[config.mk]
export PLATFORM = sky130hd
export DESIGN_NAME = instr_word_assembler_flat
export DESIGN_NICKNAME = d
export VERILOG_FILES = /design/src/rtl/instr_word_assembler_if.sv /design/src/rtl/instr_word_assembler.sv /design/src/flat_wrapper.sv
export SDC_FILE = /design/constraint.sdc
export NUM_CORES = 1
export LEC_CHECK = 0
export CAP_MARGIN = 10
export CELL_PAD_IN_SITES_DETAIL_PLACEMENT = 1
export CELL_PAD_IN_SITES_GLOBAL_PLACEMENT = 2
export CORE_ASPECT_RATIO = 0.9
export CORE_UTILIZATION = 34
export CTS_BUF_LIST = sky130_fd_sc_hd__clkbuf_4
export DETAILED_ROUTE_END_ITERATION = 10
export PLACE_DENSITY = 0.8
export REMOVE_ABC_BUFFERS = 1
export SYNTH_ARGS = -nofsm -noshare
export SYNTH_HDL_FRONTEND = slang
export SYNTH_SLANG_ARGS = --single-unit
[constraint.sdc]
create_clock -name clk -period 2.7 [get_ports clk]
set_input_delay 0.405 -clock clk [delete_from_list [all_inputs] [get_ports clk]]
set_output_delay 0.405 -clock clk [all_outputs]
set_load 0.02 [all_outputs]
[src/rtl/instr_word_assembler_if.sv]
// Byte-in / word-out bundle between uart_rx, the word assembler and instruction memory.
// Latency: n/a (wires only).
// Backpressure: none; the byte strobe cannot be stalled and memory always accepts the write.
interface instr_word_assembler_if #(
   parameter int NB_DATA  = 8,
   parameter int NB_INSTR = 32,
   parameter int NB_ADDR  = 10
);
   logic                i_enable;
   logic [NB_DATA-1:0]  i_rx_data;
   logic                i_rx_done_tick;
   logic                i_clear;
   logic                o_mem_wr;
   logic [NB_ADDR-1:0]  o_mem_addr;
   logic [NB_INSTR-1:0] o_mem_data;
   logic [NB_ADDR:0]    o_word_count;
   logic                o_load_done;
   logic                o_full;

   // Byte source / loader controller side
   modport master (
      output i_enable, i_rx_data, i_rx_done_tick, i_clear,
      input  o_mem_wr, o_mem_addr, o_mem_data, o_word_count, o_load_done, o_full
   );

   // Assembler side
   modport slave (
      input  i_enable, i_rx_data, i_rx_done_tick, i_clear,
      output o_mem_wr, o_mem_addr, o_mem_data, o_word_count, o_load_done, o_full
   );
endinterface

[src/rtl/instr_word_assembler.sv]
// Packs received UART bytes (MSB first) into instructions and writes them to consecutive word addresses.
// Latency: 4th byte strobe at edge N -> o_mem_wr high during cycle N+1 (one-cycle WRITE state).
// Backpressure: none; a strobe during WRITE starts the next word, strobes in DONE/FULL are dropped.
module instr_word_assembler #(
   parameter int                   NB_DATA   = 8,
   parameter int                   NB_INSTR  = 32,
   parameter int                   NB_ADDR   = 10,
   parameter logic [NB_INSTR-1:0]  HALT_WORD = 32'hFFFFFFFF
) (
   input logic                    clk,
   input logic                    reset,
   instr_word_assembler_if.slave  bus
);

   localparam logic [2:0] ST_IDLE    = 3'd0;
   localparam logic [2:0] ST_COLLECT = 3'd1;
   localparam logic [2:0] ST_WRITE   = 3'd2;
   localparam logic [2:0] ST_DONE    = 3'd3;
   localparam logic [2:0] ST_FULL    = 3'd4;

   localparam logic [NB_ADDR-1:0] ADDR_LAST = '1;
   localparam logic [NB_ADDR:0]   COUNT_MAX = {1'b1, {NB_ADDR{1'b0}}};

   logic [2:0]          state;
   logic [1:0]          byte_cnt;
   logic [NB_INSTR-1:0] word;
   logic [NB_ADDR-1:0]  addr;
   logic [NB_ADDR:0]    word_count;
   logic                load_done;
   logic                full;
   logic                tick;
   logic [NB_INSTR-1:0] word_shifted;

   assign tick         = bus.i_enable && bus.i_rx_done_tick;
   assign word_shifted = {word[NB_INSTR-NB_DATA-1:0], bus.i_rx_data};

   // Load FSM: byte collection, one-cycle write, terminal HALT/FULL states
   always_ff @(posedge clk or posedge reset) begin
      if (reset) begin
         state      <= ST_IDLE;
         byte_cnt   <= 2'd0;
         word       <= '0;
         addr       <= '0;
         word_count <= '0;
         load_done  <= 1'b0;
         full       <= 1'b0;
      end else if (bus.i_clear) begin
         state      <= ST_IDLE;
         byte_cnt   <= 2'd0;
         word       <= '0;
         addr       <= '0;
         word_count <= '0;
         load_done  <= 1'b0;
         full       <= 1'b0;
      end else begin
         case (state)
            ST_IDLE: begin
               byte_cnt <= 2'd0;
               if (bus.i_enable) state <= ST_COLLECT;
            end
            ST_COLLECT: begin
               if (!bus.i_enable) begin
                  // partial word is abandoned; address and count survive
                  state    <= ST_IDLE;
                  byte_cnt <= 2'd0;
               end else if (tick) begin
                  word <= word_shifted;
                  if (byte_cnt == 2'd3) begin
                     byte_cnt <= 2'd0;
                     state    <= ST_WRITE;
                  end else begin
                     byte_cnt <= byte_cnt + 2'd1;
                  end
               end
            end
            ST_WRITE: begin
               addr <= addr + NB_ADDR'(1);
               if (word_count != COUNT_MAX) word_count <= word_count + (NB_ADDR+1)'(1);
               if (word == HALT_WORD) begin
                  state     <= ST_DONE;
                  load_done <= 1'b1;
               end else if (addr == ADDR_LAST) begin
                  state <= ST_FULL;
                  full  <= 1'b1;
               end else if (!bus.i_enable) begin
                  state <= ST_IDLE;
               end else begin
                  state <= ST_COLLECT;
                  // a byte landing in the write cycle becomes byte 0 of the next word
                  if (tick) begin
                     word     <= word_shifted;
                     byte_cnt <= 2'd1;
                  end
               end
            end
            ST_DONE, ST_FULL: begin
               state <= state;
            end
            default: begin
               state <= ST_IDLE;
            end
         endcase
      end
   end

   // Strobe is combinational from state so an async reset removes it at once
   always_comb begin
      bus.o_mem_wr     = (state == ST_WRITE) && !bus.i_clear;
      bus.o_mem_addr   = addr;
      bus.o_mem_data   = word;
      bus.o_word_count = word_count;
      bus.o_load_done  = load_done;
      bus.o_full       = full;
   end

endmodule
[src/flat_wrapper.sv]
// flat-port wrapper written by rule: the top's interface ports become plain ports
module instr_word_assembler_flat 
#(
   parameter int                   NB_DATA   = 8,
   parameter int                   NB_INSTR  = 32,
   parameter int                   NB_ADDR   = 10,
   parameter logic [NB_INSTR-1:0]  HALT_WORD = 32'hFFFFFFFF
)
  (clk, reset, bus_i_enable, bus_i_rx_data, bus_i_rx_done_tick, bus_i_clear, bus_o_mem_wr, bus_o_mem_addr, bus_o_mem_data, bus_o_word_count, bus_o_load_done, bus_o_full);
  instr_word_assembler_if #(.NB_DATA(NB_DATA), .NB_INSTR(NB_INSTR), .NB_ADDR(NB_ADDR)) bus_i ();
  input logic clk;
  input logic reset;
  input wire logic [$bits(bus_i.i_enable)-1:0] bus_i_enable;
  input wire logic [$bits(bus_i.i_rx_data)-1:0] bus_i_rx_data;
  input wire logic [$bits(bus_i.i_rx_done_tick)-1:0] bus_i_rx_done_tick;
  input wire logic [$bits(bus_i.i_clear)-1:0] bus_i_clear;
  output wire logic [$bits(bus_i.o_mem_wr)-1:0] bus_o_mem_wr;
  output wire logic [$bits(bus_i.o_mem_addr)-1:0] bus_o_mem_addr;
  output wire logic [$bits(bus_i.o_mem_data)-1:0] bus_o_mem_data;
  output wire logic [$bits(bus_i.o_word_count)-1:0] bus_o_word_count;
  output wire logic [$bits(bus_i.o_load_done)-1:0] bus_o_load_done;
  output wire logic [$bits(bus_i.o_full)-1:0] bus_o_full;
  assign bus_i.i_enable = bus_i_enable;
  assign bus_i.i_rx_data = bus_i_rx_data;
  assign bus_i.i_rx_done_tick = bus_i_rx_done_tick;
  assign bus_i.i_clear = bus_i_clear;
  assign bus_o_mem_wr = bus_i.o_mem_wr;
  assign bus_o_mem_addr = bus_i.o_mem_addr;
  assign bus_o_mem_data = bus_i.o_mem_data;
  assign bus_o_word_count = bus_i.o_word_count;
  assign bus_o_load_done = bus_i.o_load_done;
  assign bus_o_full = bus_i.o_full;
  instr_word_assembler #(.NB_DATA(NB_DATA), .NB_INSTR(NB_INSTR), .NB_ADDR(NB_ADDR), .HALT_WORD(HALT_WORD)) u_core (.clk(clk), .reset(reset), .bus(bus_i));
endmodule
# Yosys cells after proc, flatten, opt, wreduce, memory -nomap -nowiden
# Cells that the tools add are included.
# totals
register_bits	60
word_cells	80
out_inout_bits	56
# op_classes
n_addsub	3
eq_ne	17
muxes	36
reduce_logical	17
# ops
operator	n
$mux W32	5
$pmux W32 S2	1
$mux W11	3
$eq A32 B32 Y1 const B	1
$mux W3	7
$mux W10	2
$mux W2	8
$ne A3 B3 Y1 const B	4
$pmux W3 S4	1
$add A11 B1 Y11 const B	1
$ne A11 B11 Y1 const B	1
$add A10 B1 Y10 const B	1
$eq A10 B10 Y1 const B	1
$mux W1	8
$ne A4 B3 Y1 const B	2
$reduce_bool A2 Y1	4
$eq A3 B2 Y1 const B	2
$pmux W2 S3	1
$reduce_and A3 Y1	2
$reduce_and A6 Y1	1
$ne A2 B2 Y1 const B	2
$reduce_and A2 Y1	2
$reduce_and A4 Y1	1
$reduce_bool A4 Y1	1
other kinds (10)	11

# Depth between registers and ports, before layout
# Gate-level depths: netlist of run 1.
# depth
ltp_word	7
depth_mapped	7
mapped_depth_nobuf	6

# Worst setup path after synthesis of run 1
# OpenSTA, ideal clock, no wires.
# synth_path
path_type	register to register
startpoint	reg u_core.addr[0] (netlist: u_core.bus.o_mem_addr[0])
endpoint	reg u_core.word[0] (netlist: u_core.bus.o_mem_data[0])
t_arrival_ns	1.920
setup_time_ns	0.125
path_stages_with_launch	8
required_ns	2.575
path_buffers	1
period_less_slack_ns	2.045
path_slack_ns	0.655
path_cell_list	dfrtp_1 -> ha_1 -> nand2_1 -> nor3b_1 -> a21oi_2 -> o22ai_4 -> buf_6 -> mux2_4
# synth_between
elab_chain_len	3
# synth_rtl
element	line	text
start, declared	instr_word_assembler.sv:27	logic [NB_ADDR-1:0] addr;
start signal, assigned	instr_word_assembler.sv:77	addr <= addr + NB_ADDR'(1);
$eq A10 B10 Y1	instr_word_assembler.sv:82	end else if (addr == ADDR_LAST) begin
$ne A3 B3 Y1 (no source line)	--	
$reduce_and A3 Y1 (no source line)	--	
end signal, assigned	instr_word_assembler.sv:67	word <= word_shifted;
end signal, assigned	instr_word_assembler.sv:91	word <= word_shifted;
end, declared	instr_word_assembler.sv:26	logic [NB_INSTR-1:0] word;
# Every way passes these cells.
# A chain may end at the register's enable or synchronous reset.

# Worst setup path in the final report of run 1
# layout_path
startpoint	reg u_core.state[0]
endpoint	out bus_o_mem_wr
# layout_between
elab_chain_len	2
# layout_rtl
element	line	text
start, declared	instr_word_assembler.sv:24	logic [2:0] state;
start signal, assigned	instr_word_assembler.sv:97	state <= state;
$eq A3 B2 Y1	instr_word_assembler.sv:108	bus.o_mem_wr = (state == ST_WRITE) && !bus.i_clear;
$logic_and A1 B1 Y1	instr_word_assembler.sv:108	
end, declared	flat_wrapper.sv:17	output wire logic [$bits(bus_i.o_mem_wr)-1:0] bus_o_mem_wr;
# Every way passes these cells.

==> flow_metrics.tcl, run 1 <==
set metrics [dict create \
    outcome "finished, final reports clean" \
    cts_setup_buffers 0 \
    synthCells 273 \
    min_period_over_period_pct 91.71 \
    post-dp-hpwl_um 5323 \
    finClkSkew_ns 0.01298 \
    ys.flop_type "dfrtp_1" \
    synth_edf_count 0 \
    root_buffer "clkbuf_4" \
    clkSinkCount 60 \
    antenna_cells 0 \
    cts_tree "done" \
    syn_avg_cell_area_um2 11.58 \
    wl_per_cell_um 16.38 \
    fmax_mhz 403.9 \
    initial_core_util_pct 35.88 \
    grt_max_degree 61 \
    synth_top_family_by_area "simple AND/OR/NAND/NOR gates" \
    holdBufCountCts 0 \
    die_h_um 93.47 \
    max_slew_margin_pct 60.77 \
    final-hold-violation-count 0 \
    antenna_found_initial 0 \
    rsz0062_at_grt "no" \
    nNetsFinal 361 \
    yosysWarnings 0 \
    syn-cell-area_um2 3161 \
    finalMaxSlewViolations 0 \
    worst_ir_drop_vdd_mv 0.1927 \
    critPathCaptureType "output port" \
    clockBufferDepth 2 \
    yosys.area_share.simple_pct 21.22 \
    layout-drive-gt1-share_pct 17.58 \
    critPathMaxFanout 10 \
    yosysTopAreaCellShare_pct 47.51 \
    multi_input_area_um2 1543 \
    hold_path.class "in2async" \
    grt_pass1_vias 2461 \
    synth_fa_ha_area_share_pct 1.584 \
    synth_xor_area_share_pct 4.711 \
    boundaryPins 69 \
    synth.distinct_cells 40 \
    dr_total_vias 2305 \
    critPathKind "reg2out" \
    start_kind "flip-flop" \
    fin_crit_ns 2.476 \
    gp_congestion 0.7517 \
    fill_cells 958 \
    yosysTopAreaCell "dfrtp_1" \
    drc 0 \
    dr.first_iter.drc_count 70 \
    dr.pass1.iters 4 \
    clk_pin_slew_ns 0.09 \
    vias_per_cell 4.946 \
    grt_first_pass_wirelength_um 12900 \
    grt_use_total_pct 17.30 \
    p_leak_nw 1.856 \
    dieArea_um2 9686 \
    cts_inserted_buffers 9 \
    finalSetupTns_ns 0 \
    synth_compound_area_share_pct 5.978 \
    drt-total-wl_um 7633 \
    ys_seq_area_share_pct 47.51 \
    coreArea_um2 8808 \
    synth_async_sr_flop_share_pct 100.0 \
    regArea_um2 1503 \
    fin_util_pct 46.08 \
    synth.area.mux_share_pct 15.32 \
    tightest_slew_ns 0.5884 \
    final-setup-viol-count 0 \
    drv_cap 0 \
    yosys-top-cells-area "dfrtp_1 48%, mux2_4 14%, and2b_1 5.9%, nand4_1 3.4%, xor2_1 3.3%" \
    gr-total-overflow 0 \
    htreeDepth 3 \
    powerDensity_nw_per_um2 471.0 \
    synth-seq-cells 60 \
    portBuffers 68 \
    area_growth_pct 28.42 \
    insertion_delay_ns 0.39 \
    die_x_um 103.6 \
    crit_required_ns 2.30 \
    postRouteAntennaNets 0 \
    fp-row-count 32 \
    worstPathArrival_ns 2.07 \
]
==> layout by cell type, fill, tap and decap left out, drive strengths merged, types with 5 or more instances in the layout <==
cell           netlist  routed
or3                  5       5
clkinv               0       5
mux2                33      33
clkbuf               6       9
xnor2                5       5
nand4               17      17
xor2                12      12
nor2b                5       5
nor2                20      20
clkdlybuf4s50        0      67
nand3                6       6
and2b               28      28
nand2               11      11
o21ai                6       6
inv                 12      12
dfrtp               60      60
buf                  6       5
a21oi                9       9
==> kinds of logic (layout without fill, tap and decap cells) <==
family / after synthesis / count (layout)
muxes: 33 / 33
AOI/OAI and AO/OA: 27 / 27
xor gates and xnor gates: 17 / 17
and+or+nand+nor: 108 / 108
buffers and inverters: 24 / 98
adders and majority gates: 4 / 4
DFF: 60 / 60
==> per-stage QoR <==
step                instances  worst slack (ns)  hold WS, ns  cell area, µm²  power [mW]
global placement          452            0.4664       0.4933            3969       1.449
detailed placement        452            0.4099       0.5098            3969       1.459
finish                    466            0.2239       0.3644            4059       1.912
floorplan                 261           0.06404       0.4681            3089       1.266
CTS                       466            0.1280       0.3477            4058       1.953
global route              466           0.05112       0.3705            4059       2.020
==> repair_timing <==
action	CTS	global route
hold endpoints to repair	0	0
resized for setup	0	1
endpoints found under the setup margin	0	1
==> final timing paths <==
| kind | startpoint | end | slack, ns | cells after the start |
|---|---|---|---|---|
| max | u_core.state[0]$_DFFE_PP0P_ | bus_o_mem_wr | 0.22 | 4 |
| min | reset | u_core.bus.o_word_count[7]$_DFFE_PP0P_ | 0.36 | 2 |
| max reg2reg | u_core.bus.o_mem_addr[1]$_DFFE_PP0P_ | u_core.bus.o_mem_data[23]$_DFFE_PP0P_ | 0.46 | 7 |
| min reg2reg | u_core.byte_cnt[1]$_DFFE_PP0P_ | u_core.byte_cnt[1]$_DFFE_PP0P_ | 0.53 | 1 |
| max in group asynchronous | reset | u_core.state[1]$_DFFE_PP0P_ | 1.73 | 3 |
| min in group clk | u_core.byte_cnt[1]$_DFFE_PP0P_ | u_core.byte_cnt[1]$_DFFE_PP0P_ | 0.53 | 1 |
==> sequential cells by signal, summed over array words and instances, names as in the netlist <==
signal	count
u_core.byte_cnt	2
u_core.state	3
u_core.bus.o_mem_addr	10
u_core.bus.o_load_done	1
u_core.bus.o_mem_data	32
u_core.bus.o_word_count	11
u_core.bus.o_full	1
==> worst max-delay path, stage by stage (launching register included) <==
cell	delay [ns]
dfrtp_1	0.51
nor3b_2	0.26
nand2_1	0.16
inv_1	0.14
clkdlybuf4s50_1	0.62
==> cells in the mapped netlist, drive strengths merged, types with 5 or more instances <==
cell,n
dfrtp,60
nand3,6
a21oi,9
nor2b,5
nand4,17
nand2,11
nor2,20
clkbuf,6
inv,12
or3,5
xnor2,5
buf,6
mux2,33
o21ai,6
and2b,28
xor2,12
==> power by group <==
part           switching, mW  internal (mW)  total [mW]
Clock                  0.309          0.167       0.476
Sequential            0.0727          0.952        1.02
Combinational          0.192          0.219       0.411
==> metal layers <==
layer | global-route usage, % | up-vias | part of all wire (%)
met5 | 0 | - | 0
met4 | 4.227 | 0 | 0.67
met3 | 6.063 | 5 | 5.4
met2 | 27.13 | 65 | 46
met1 | 22.83 | 1139 | 48
li1 | - | 1096 | -
==> area by class of cell <==
cell class | instances | area share (%)
Tap cell | 119 | 3.668
Inverter | 12 | 1.110
Clock inverter | 5 | 0.5240
Timing Repair Buffer | 72 | 18.00
Sequential cell | 60 | 37.02
Multi-Input combinational cell | 189 | 38.01
Clock buffer | 9 | 1.665
No activity file was read; power rests on OpenSTA's default activity.
==> run 2, diff against run 1 <==
--- a/config.mk
+++ b/config.mk
@@ -11,6 +11,7 @@
 export CORE_ASPECT_RATIO = 0.9
 export CORE_UTILIZATION = 34
 export CTS_BUF_LIST = sky130_fd_sc_hd__clkbuf_4
+export CTS_CLUSTER_DIAMETER = 150
 export DETAILED_ROUTE_END_ITERATION = 10
 export PLACE_DENSITY = 0.8
 export REMOVE_ABC_BUFFERS = 1
==> results of run 2 <==
Final layout, timing and power as in run 1 (identical DEF).
